`src/rtl/cap_ctrl_pkg.sv`:
```
// cap_ctrl_pkg: shared definitions for the CAP2019 multi-cycle controller.
// Holds the FSM state encoding, opcode constants, ALU function codes, the
// PC_Src / Wb_Sel selector codes and the opcode-to-class decode helpers.
package cap_ctrl_pkg;

  // State encoding is visible on the State debug port, so values are fixed.
  typedef enum logic [2:0] {
    ST_FETCH  = 3'd0,
    ST_DECODE = 3'd1,
    ST_EXEC   = 3'd2,
    ST_MEM    = 3'd3,
    ST_WB     = 3'd4,
    ST_HALTED = 3'd5
  } state_e;

  typedef enum logic [2:0] {
    CLS_ALU,
    CLS_JAL,
    CLS_IMM,
    CLS_LOAD,
    CLS_BRANCH,
    CLS_STORE,
    CLS_HALT
  } op_class_e;

  // Opcodes (4-bit map)
  localparam logic [3:0] OP_ADD    = 4'b0000;
  localparam logic [3:0] OP_JAL    = 4'b0001;
  localparam logic [3:0] OP_R2     = 4'b0010;
  localparam logic [3:0] OP_R3     = 4'b0011;
  localparam logic [3:0] OP_R4     = 4'b0100;
  localparam logic [3:0] OP_R5     = 4'b0101;
  localparam logic [3:0] OP_R6     = 4'b0110;
  localparam logic [3:0] OP_IMM7   = 4'b0111;
  localparam logic [3:0] OP_LOAD   = 4'b1000;
  localparam logic [3:0] OP_BRANCH = 4'b1001;
  localparam logic [3:0] OP_STORE  = 4'b1010;
  localparam logic [3:0] OP_RB     = 4'b1011;
  localparam logic [3:0] OP_RC     = 4'b1100;
  localparam logic [3:0] OP_RD     = 4'b1101;
  localparam logic [3:0] OP_IMME   = 4'b1110;
  localparam logic [3:0] OP_HALT   = 4'b1111;

  // ALU function codes
  localparam logic [2:0] ALU_F0  = 3'd0;
  localparam logic [2:0] ALU_ADD = 3'd1;
  localparam logic [2:0] ALU_F2  = 3'd2;
  localparam logic [2:0] ALU_F3  = 3'd3;
  localparam logic [2:0] ALU_F4  = 3'd4;
  localparam logic [2:0] ALU_F5  = 3'd5;
  localparam logic [2:0] ALU_SUB = 3'd6;
  localparam logic [2:0] ALU_F7  = 3'd7;

  // PC source and write-back source selectors
  localparam logic [1:0] PC_SRC_PLUS1  = 2'd0;
  localparam logic [1:0] PC_SRC_BRANCH = 2'd1;
  localparam logic [1:0] PC_SRC_JUMP   = 2'd2;
  localparam logic [1:0] WB_SEL_ALU    = 2'd0;
  localparam logic [1:0] WB_SEL_MEM    = 2'd1;
  localparam logic [1:0] WB_SEL_LINK   = 2'd2;

  function automatic op_class_e decode_class(input logic [3:0] op);
    case (op)
      OP_JAL:           return CLS_JAL;
      OP_IMM7, OP_IMME: return CLS_IMM;
      OP_LOAD:          return CLS_LOAD;
      OP_BRANCH:        return CLS_BRANCH;
      OP_STORE:         return CLS_STORE;
      OP_HALT:          return CLS_HALT;
      default:          return CLS_ALU;
    endcase
  endfunction

  // Branches compare by subtraction; anything without its own code adds.
  function automatic logic [2:0] alu_op_of(input logic [3:0] op);
    case (op)
      OP_R2:     return ALU_F2;
      OP_R4:     return ALU_SUB;
      OP_R5:     return ALU_F3;
      OP_R6:     return ALU_F5;
      OP_RB:     return ALU_F0;
      OP_RC:     return ALU_F4;
      OP_RD:     return ALU_F7;
      OP_BRANCH: return ALU_SUB;
      default:   return ALU_ADD;
    endcase
  endfunction

endpackage

```
`src/rtl/mem_wait_timer.sv`:
```
// mem_wait_timer: counts consecutive memory wait cycles and flags a timeout.
// Ports:
//   clk, rst_n  clock, asynchronous active-low reset
//   clear       zero the counter (new request phase begins next cycle)
//   busy        a memory request is outstanding this cycle
//   ready       memory completes the request this cycle
//   expired     this cycle would be wait number TIMEOUT_CYCLES+1, i.e. the
//               budget of TIMEOUT_CYCLES wait cycles is already spent
module mem_wait_timer #(
  parameter int TIMEOUT_CYCLES = 15
) (
  input  logic clk,
  input  logic rst_n,
  input  logic clear,
  input  logic busy,
  input  logic ready,
  output logic expired
);

  localparam int W = $clog2(TIMEOUT_CYCLES + 1);

  logic [W-1:0] cnt_q, cnt_d;

  assign expired = busy && !ready && (cnt_q == W'(TIMEOUT_CYCLES));

  // NOTE: every variable assigned in always_comb gets a default first, so no latch is inferred.
  always_comb begin
    cnt_d = cnt_q;
    if (clear) begin
      cnt_d = '0;
    end else if (busy && !ready && !expired) begin
      cnt_d = cnt_q + W'(1);
    end
  end

  // NOTE: sequential state uses non-blocking assignments so all flops update together.
  always_ff @(posedge clk or negedge rst_n) begin
    if (!rst_n) begin
      cnt_q <= '0;
    end else begin
      cnt_q <= cnt_d;
    end
  end

endmodule

```
`src/rtl/multi_cycle_controller.sv`:
```
// multi_cycle_controller: sequencing FSM for the multi-cycle CAP2019 datapath.
// One phase per state (FETCH, DECODE, EXEC, MEM, WB), variable-latency memory
// handshake, sticky halt on HALT or memory timeout.
// Ports:
//   clk, rst_n            clock, asynchronous active-low reset
//   Op_Code, Zero         IR opcode field, ALU zero flag
//   Mem_Ready             memory completes the request held this cycle
//   Mem_Req/We/Addr_Sel   memory port control
//   IR_Write, PC_Write, PC_Src, Reg_Write, Wb_Sel, ALU_Src_B, ALU_Op
//                         datapath enables and selects
//   Halted, Mem_Fault     sticky status
//   State, Retired        debug state and retired-instruction count
module multi_cycle_controller
  import cap_ctrl_pkg::*;
#(
  parameter int OPCODE_W       = 4,
  parameter int TIMEOUT_CYCLES = 15,
  parameter int CNT_W          = 16
) (
  input  logic                clk,
  input  logic                rst_n,
  input  logic [OPCODE_W-1:0] Op_Code,
  input  logic                Zero,
  input  logic                Mem_Ready,
  output logic                Mem_Req,
  output logic                Mem_We,
  output logic                Mem_Addr_Sel,
  output logic                IR_Write,
  output logic                PC_Write,
  output logic [1:0]          PC_Src,
  output logic                Reg_Write,
  output logic [1:0]          Wb_Sel,
  output logic                ALU_Src_B,
  output logic [2:0]          ALU_Op,
  output logic                Halted,
  output logic                Mem_Fault,
  output logic [2:0]          State,
  output logic [CNT_W-1:0]    Retired
);

  state_e           state_q, state_d;
  logic [CNT_W-1:0] retired_q, retired_d;
  logic             mem_fault_q, mem_fault_d;
  logic             retire;
  logic             timer_clear;
  logic             expired;
  op_class_e        cls;

  assign cls = decode_class(Op_Code[3:0]);

  // Next state, retirement and fault detection
  always_comb begin
    state_d     = state_q;
    mem_fault_d = mem_fault_q;
    retire      = 1'b0;
    case (state_q)
      ST_FETCH: begin
        if (Mem_Ready) begin
          state_d = ST_DECODE;
        end else if (expired) begin
          state_d     = ST_HALTED;
          mem_fault_d = 1'b1;
        end
      end
      ST_DECODE: begin
        if (cls == CLS_HALT) begin
          state_d = ST_HALTED;
          retire  = 1'b1;
        end else if (cls == CLS_JAL) begin
          state_d = ST_WB;
        end else begin
          state_d = ST_EXEC;
        end
      end
      ST_EXEC: begin
        if (cls == CLS_BRANCH) begin
          state_d = ST_FETCH;
          retire  = 1'b1;
        end else if (cls == CLS_LOAD || cls == CLS_STORE) begin
          state_d = ST_MEM;
        end else begin
          state_d = ST_WB;
        end
      end
      ST_MEM: begin
        if (Mem_Ready) begin
          if (cls == CLS_STORE) begin
            state_d = ST_FETCH;
            retire  = 1'b1;
          end else begin
            state_d = ST_WB;
          end
        end else if (expired) begin
          state_d     = ST_HALTED;
          mem_fault_d = 1'b1;
        end
      end
      ST_WB: begin
        state_d = ST_FETCH;
        retire  = 1'b1;
      end
      ST_HALTED: state_d = ST_HALTED;
      default:   state_d = ST_FETCH;
    endcase
    retired_d = retired_q + (retire ? CNT_W'(1) : CNT_W'(0));
  end

  // The wait count restarts whenever a new request phase is entered.
  assign timer_clear = (state_d != state_q) &&
                       (state_d == ST_FETCH || state_d == ST_MEM);

  mem_wait_timer #(
    .TIMEOUT_CYCLES(TIMEOUT_CYCLES)
  ) u_timer (
    .clk    (clk),
    .rst_n  (rst_n),
    .clear  (timer_clear),
    .busy   (Mem_Req),
    .ready  (Mem_Ready),
    .expired(expired)
  );

  // Control decode from the registered state. FETCH completion is
  // qualified by Mem_Ready so IR/PC load in the same cycle the data arrives.
  always_comb begin
    Mem_Req      = 1'b0;
    Mem_We       = 1'b0;
    Mem_Addr_Sel = 1'b0;
    IR_Write     = 1'b0;
    PC_Write     = 1'b0;
    PC_Src       = PC_SRC_PLUS1;
    Reg_Write    = 1'b0;
    Wb_Sel       = WB_SEL_ALU;
    ALU_Src_B    = 1'b0;
    ALU_Op       = 3'd0;
    Halted       = 1'b0;
    // NOTE: outputs are forced low while rst_n is held so the memory sees the request dropped at once, not just at the next edge.
    if (rst_n) begin
      case (state_q)
        ST_FETCH: begin
          Mem_Req = 1'b1;
          if (Mem_Ready) begin
            IR_Write = 1'b1;
            PC_Write = 1'b1;
          end
        end
        ST_EXEC: begin
          ALU_Op    = alu_op_of(Op_Code[3:0]);
          ALU_Src_B = (cls == CLS_IMM) || (cls == CLS_LOAD) || (cls == CLS_STORE);
          if (cls == CLS_BRANCH) begin
            PC_Write = Zero;
            PC_Src   = PC_SRC_BRANCH;
          end
        end
        ST_MEM: begin
          Mem_Req      = 1'b1;
          Mem_Addr_Sel = 1'b1;
          Mem_We       = (cls == CLS_STORE);
        end
        ST_WB: begin
          Reg_Write = 1'b1;
          if (cls == CLS_LOAD) begin
            Wb_Sel = WB_SEL_MEM;
          end else if (cls == CLS_JAL) begin
            Wb_Sel   = WB_SEL_LINK;
            PC_Write = 1'b1;
            PC_Src   = PC_SRC_JUMP;
          end
        end
        ST_HALTED: Halted = 1'b1;
        default: ;
      endcase
    end
  end

  always_ff @(posedge clk or negedge rst_n) begin
    if (!rst_n) begin
      state_q     <= ST_FETCH;
      retired_q   <= '0;
      mem_fault_q <= 1'b0;
    end else begin
      state_q     <= state_d;
      retired_q   <= retired_d;
      mem_fault_q <= mem_fault_d;
    end
  end

  assign State     = state_q;
  assign Retired   = retired_q;
  assign Mem_Fault = mem_fault_q;

endmodule
```
`config.mk`:
```
export PLATFORM = sky130hd
export DESIGN_NAME = multi_cycle_controller
export DESIGN_NICKNAME = d
export VERILOG_FILES = /design/src/rtl/cap_ctrl_pkg.sv /design/src/rtl/mem_wait_timer.sv /design/src/rtl/multi_cycle_controller.sv
export SDC_FILE = /design/constraint.sdc
export NUM_CORES = 1
export LEC_CHECK = 0
export CAP_MARGIN = 20
export CELL_PAD_IN_SITES_DETAIL_PLACEMENT = 1
export CELL_PAD_IN_SITES_GLOBAL_PLACEMENT = 1
export CORE_MARGIN = 8
export CORE_UTILIZATION = 25
export CTS_BUF_LIST = sky130_fd_sc_hd__clkbuf_8
export CTS_CLUSTER_SIZE = 40
export DETAILED_ROUTE_END_ITERATION = 12
export PLACE_DENSITY_LB_ADDON = 0.1
export SLEW_MARGIN = 15
export SYNTH_ARGS = -nofsm -noshare
export SYNTH_HDL_FRONTEND = slang
export SYNTH_SLANG_ARGS = --single-unit
```
`constraint.sdc`:
```
create_clock -name clk -period 3.1 [get_ports clk]
set_clock_uncertainty 0.15 [all_clocks]
set_input_delay 0.31 -clock clk [delete_from_list [all_inputs] [get_ports clk]]
set_output_delay 0.31 -clock clk [all_outputs]
set_load 0.03 [all_outputs]
```
* Yosys cells after proc, flatten, opt, wreduce, memory -nomap -nowiden
Memories as Yosys holds them, arrays and structs flattened.
Index checks and enable logic that the tools add are counted.
** Storage, ports and cells
- Bits in registers :: 24
- ROM bits :: 48
- Bits of input ports :: 8
- Output and inout port bits :: 35
- Word-level logic and storage cells :: 93
- Memories :: 1
** Cells by class
- $add $sub $neg :: 2
- Equality and inequality tests :: 21
- Muxes and demuxes :: 48
- Bitwise logic cells :: 1
- Reductions and logical operators :: 16
** Memories
- (no name shown) :: words 16, width 3, rd ports 1, clocked after Yosys merged registers in 0, write ports 0, RTL line cap_ctrl_pkg.sv:76 : case (op)
** Operator list (number)
- 3-bit two-way mux :: 10
- 1-bit two-way mux :: 25
- 4-bit == test, second input constant :: 6
- 3-bit one-hot mux with 6 select lines :: 1
- 16-bit by 1-bit adder with 16-bit output :: 1
- 3-bit by 2-bit == test with 1-bit output, second input constant :: 5
- 3-bit == test, second input constant :: 5
- 3-bit one-hot mux with 5 select lines :: 1
- 2-bit two-way mux :: 6
- 4-bit two-way mux :: 2
- 3-bit by 1-bit == test with 1-bit output, second input constant :: 2
- 3-bit zero test :: 2
- 4-bit by 1-bit adder with 4-bit output, second input constant :: 1
- 4-bit by 1-bit == test with 1-bit output, second input constant :: 1
- 4-bit by 3-bit == test with 1-bit output, second input constant :: 1
- 1-bit logical AND :: 4
- 1-bit logical OR :: 4
- 1-bit one-hot mux with 4 select lines :: 1
- 2-bit one-hot mux with 2 select lines :: 1
- 2-bit OR reduction :: 2
- 3-bit != test :: 1
- 1-bit one-hot mux with 3 select lines :: 1
- 3-bit AND reduction :: 1
- 1-bit zero test :: 2
- other kinds (2) :: 2

* Logic depth before layout (Yosys ltp)
- Word-level depth :: 13
- Depth in mapped cells :: 11
- Depth with buffers taken out :: 10

* Hierarchy
A second synthesis with hierarchy kept.
** Unflattened totals
- Cells, all modules :: 176
- Area total of the unflattened synthesis :: 1580.3 um^2
** By module, submodules not included
- multi_cycle_controller :: instances 1, cells each 152, area an instance 1331.3 um^2, sequential area each 500.5 um^2
- mem_wait_timer :: instances 1, cells each 24, area an instance 249.0 um^2, sequential area each 100.1 um^2

* Least setup slack after synthesis
OpenSTA, ideal clock, no wires.
- Path type :: reg-to-reg
- Start point :: reg state_q[2] (netlist: State[2])
- End point :: reg retired_q[14] (netlist: Retired[14])
- Setup time :: 0.133 ns
- Arrival time :: 2.310 ns
- Required time :: 2.817 ns
- Slack :: 0.506 ns
- Cell stages (with the launch flop) :: 12
- Path buffers :: 1
- Period minus slack after synthesis :: 2.594 ns
- Path through :: dfrtp_1 buf_6 nor3b_1 and4_1 a31oi_1 o21ai_0 ha_1 ha_1 nand2_1 nor3_1 nand3_1 xnor2_1
** On the way
- Word-level cells in the longest chain between the ends :: 4
- Elaborated cells on any way between the ends :: 7
- Classes of those cells :: 1 x add/sub; 4 x eq/ne; 2 x mux
** RTL lines
- start: declaration :: RTL line multi_cycle_controller.sv:41 : state_e state_q, state_d;
- start signal: assignment :: RTL line multi_cycle_controller.sv:182 : state_q <= state_d;
- 3-bit == test (tied with other cells) :: RTL line multi_cycle_controller.sv:56 : case (state_q)
- 1-bit one-hot mux with 4 select lines * :: RTL line multi_cycle_controller.sv:56
- 1-bit two-way mux * :: RTL line multi_cycle_controller.sv:105 : retired_d = retired_q + (retire ? CNT_W'(1) : CNT_W'(0));
- 16-bit by 1-bit adder with 16-bit output * :: RTL line multi_cycle_controller.sv:105
- via retired_d[14] :: RTL line multi_cycle_controller.sv:42 : logic [CNT_W-1:0] retired_q, retired_d;
- end signal: assignment :: RTL line multi_cycle_controller.sv:183 : retired_q <= retired_d;
- end: declaration :: RTL line multi_cycle_controller.sv:42
Mark *: on every way through the listed nets, which the timed path passes. The rest lies on a longest branch.
A chain may end at the register's enable or synchronous reset.

* Final worst setup path
- Start point :: in Op_Code[3]
- End point :: out PC_Write
** On the way
- Word-level cells in the longest chain between the ends :: 8
- Elaborated cells on any way between the ends :: 17
- Classes of those cells :: 10 x eq/ne; 6 x mux; 1 x reduce/logical
** RTL lines
- start: declaration :: RTL line multi_cycle_controller.sv:22 : input logic [OPCODE_W-1:0] Op_Code,
- 4-bit by 3-bit == test with 1-bit output or 4-bit == test (tied branches) :: RTL line cap_ctrl_pkg.sv:63 : case (op)
- 2-bit OR reduction :: RTL line cap_ctrl_pkg.sv:63
- 3-bit one-hot mux with 6 select lines * :: RTL line cap_ctrl_pkg.sv:63
- 3-bit by 1-bit == test with 1-bit output :: RTL line multi_cycle_controller.sv:164 : end else if (cls == CLS_JAL) begin
- 1-bit two-way mux :: RTL line multi_cycle_controller.sv:164
- 1-bit two-way mux :: RTL line multi_cycle_controller.sv:162 : if (cls == CLS_LOAD) begin
- 1-bit one-hot mux with 3 select lines * :: RTL line multi_cycle_controller.sv:139 : case (state_q)
- 1-bit two-way mux * :: RTL line multi_cycle_controller.sv:138 : if (rst_n) begin
- end: declaration :: RTL line multi_cycle_controller.sv:29 : output logic PC_Write,
Mark *: on every way between the ends. The rest lies on a longest branch, timed or not.

==> flow_metrics.env <==
export IMPL_status="finished, final reports clean"
export IMPL_dp_cells=288
export IMPL_synth_ff_type="dfrtp_1"
export IMPL_rows=28
export IMPL_cp_arrival_ps=2460
export IMPL_synth_edf_count=0
export IMPL_synthXorXnorAreaFrac_pct=9.84
export IMPL_cts_max_path_buffers=2
export IMPL_final_layout_size_suffix_gt1_share_pct=16.1
export IMPL_rsz0062_at_grt="no"
export IMPL_critPathSlowestCell="clkdlybuf4s50_1"
export IMPL_core_area_um2=5850
export IMPL_path_cells="clkdlybuf4s50_1 > nor4b_1 > mux2_2 > a22oi_1 > nor2b_1 > clkdlybuf4s50_1"
export IMPL_post_dp_cell_area_um2=2070
export IMPL_die_w_um=93.5
export IMPL_drtIter0Drc=14
export IMPL_period_needed_ps=2920
export IMPL_yosysUniqueCellTypes=43
export IMPL_hp_class="in -> async"
export IMPL_slew_violations=0
export IMPL_clk_pin_slew_ps=80
export IMPL_initial_core_util_pct=25.6
export IMPL_grt_total_usage_pct=11.0
export IMPL_synth_warnings=0
export IMPL_post_dp_hpwl_um=3610
export IMPL_nFillCells=676
export IMPL_cts_hold_buf=0
export IMPL_synthArstFlopShare_pct=100
export IMPL_finalSetupViolCount=0
export IMPL_clock_fmax_mhz=342
export IMPL_die_area_um2=8740
export IMPL_max_slew_margin_rel_pct=65.5
export IMPL_grt_pass1_wl_um=7920
export IMPL_cts_max_level=1
export IMPL_power_density_nw_per_um2=653
export IMPL_yosys_area_top_type_share_pct=40.0
export IMPL_synth_top_cells_by_count="dfrtp_1, nor2_1, nand2_1, nand3_1"
export IMPL_peakVddDrop_v=0.000284
export IMPL_max_stage_delay_ps=690
export IMPL_wl_per_cell_um=15.6
export IMPL_post_cts_setup_buffers=0
export IMPL_critPathKind="in -> out"
export IMPL_portBuffers=42
export IMPL_gp_congestion=0.783
export IMPL_yosysTopAreaCell="dfrtp_1"
export IMPL_die_y_um=93.5
export IMPL_cp_end_kind="output pin"
export IMPL_ys_seq_area_share_pct=40.0
export IMPL_cts_sinks=24
export IMPL_synthMuxAreaShare_pct=2.75
export IMPL_crit_family="buffers and inverters"
export IMPL_clock_latency_ps=270
export IMPL_cts_root_buffer="clkbuf_8"
export IMPL_cts_made_buffers=3
export IMPL_dr_pass1_iters=4
export IMPL_via_per_inst=4.89
export IMPL_drt_total_wl_um=4560
export IMPL_tightestPinTransition_ps=518
export IMPL_grt_pass1_vias=1567
export IMPL_start_kind="input port"
export IMPL_finalHoldViolations=0
export IMPL_netlist_top_cells_area="dfrtp_1, xnor2_1, nor2_1"
export IMPL_synth_compound_area_share_pct=12.8
export IMPL_antenna_cells=0
export IMPL_area_growth_pct=42.6
export IMPL_syn_nets=176
export IMPL_required_ps=2640
export IMPL_nNetsFinal=229
export IMPL_netlist_instances=165
export IMPL_synth_simple_gate_area_share_pct=29.1
export IMPL_postRouteAntennaNets=0
export IMPL_crit_buf_inv=2
export IMPL_leakagePower_nw=0.932
export IMPL_synth_adder_area_share_pct=2.50
export IMPL_final_cell_area_um2=2140
export IMPL_drv_cap=0
export IMPL_crit_path_max_fanout=8
export IMPL_synth_most_common_cell="dfrtp_1"
export IMPL_synth_top_family_by_area="simple AND/OR/NAND/NOR gates"
export IMPL_syn_area_per_cell_um2=9.09
export IMPL_tns_ps=0
export IMPL_syn_cell_area_um2=1500
export IMPL_grt_max_degree=16
export IMPL_cts_tree="built"
export IMPL_post_cts_resized=0
export IMPL_fin_cells=292
export IMPL_critPathMostFrequentCell="clkdlybuf4s50_1"
export IMPL_ys_seq_elements=24
export IMPL_grt_antenna_before_repair=0
export IMPL_vias=1429
export IMPL_overflow=0
export IMPL_post_route_drc_count=0
export IMPL_ios=43
export IMPL_min_period_over_period_pct=94.3
## power breakdown
group          leakage [nW]  switching [mW]  internal, mW
registers             0.323          0.0509         0.369
logic                 0.573           0.420         0.280
clock network        0.0357           0.104         0.173
total                 0.932           0.575         0.821
## through the flow
step                setup slack [ps]  hold slack (ps)  utilization (%)  power, mW
detailed placement               104              324             35.4       1.13
CTS                              122              161             36.6       1.41
global route                    41.4              155             36.6       1.49
floorplan                        506             -136                -      0.846
finish                           178              158             36.6       1.40
global placement                 192              318             35.4       1.12
## path summary, 6_finish.rpt
path,from,endpoint,slack (ps),cells after the start
setup reg to reg,State[0],Retired[14],570,11
max in group asynchronous,rst_n,Retired[0],2150,2
hold / removal,rst_n,u_timer.cnt_q[0],160,1
min in group clk,Mem_Fault,Mem_Fault,340,1
hold reg to reg,Mem_Fault,Mem_Fault,340,1
setup / recovery,Op_Code[3],PC_Write,180,6
## kinds of logic after synthesis
kind of cell / after synthesis
buffers and inverters: 9
AOI/OAI and AO/OA: 30
adders and majority gates: 3
xor gates and xnor gates: 16
muxes: 4
and+or+nand+nor: 79
DFF: 24
## cell usage in the layout (no fill, tap or decap), types with 4 or more instances in the layout
cell type	netlist	final
a21oi_1	9	9
clkdlybuf4s50_1	0	29
o21ai_0	4	4
nor3_1	6	6
nor2_1	15	15
and2_1	4	4
xor2_1	6	6
nand2_1	13	13
dfrtp_1	24	24
xnor2_1	9	9
and3_1	5	5
buf_4	0	24
a31oi_1	8	8
nand2b_1	4	4
nor2b_1	5	5
nand3_1	10	10
## flip-flops by register name (all words and copies together), names as in the netlist
signal and count:
Retired 16, u_timer.cnt_q 4, State 3, Mem_Fault 1
## per-layer routing
| metal | track usage (%) | routed length, µm | up-vias |
|---|---|---|---|
| li1 | - | - | 698 |
| met1 | 14.1 | 2170 | 699 |
| met2 | 18.3 | 2160 | 26 |
| met3 | 2.48 | 186 | 6 |
| met4 | 2.55 | 43 | 0 |
| met5 | 0 | 0 | - |
## area by class of cell
cell class	instances	area, µm²	share of cell area [%]
repair buffers	55	510	23.9
flip-flops and latches	24	601	28.1
well taps	75	93.8	4.39
inverters	2	7.51	0.351
clock buffers	3	41.3	1.93
clock inverters	1	30.0	1.40
multi-input cells	132	856	40.0
Power figures use the tool's default switching activity.
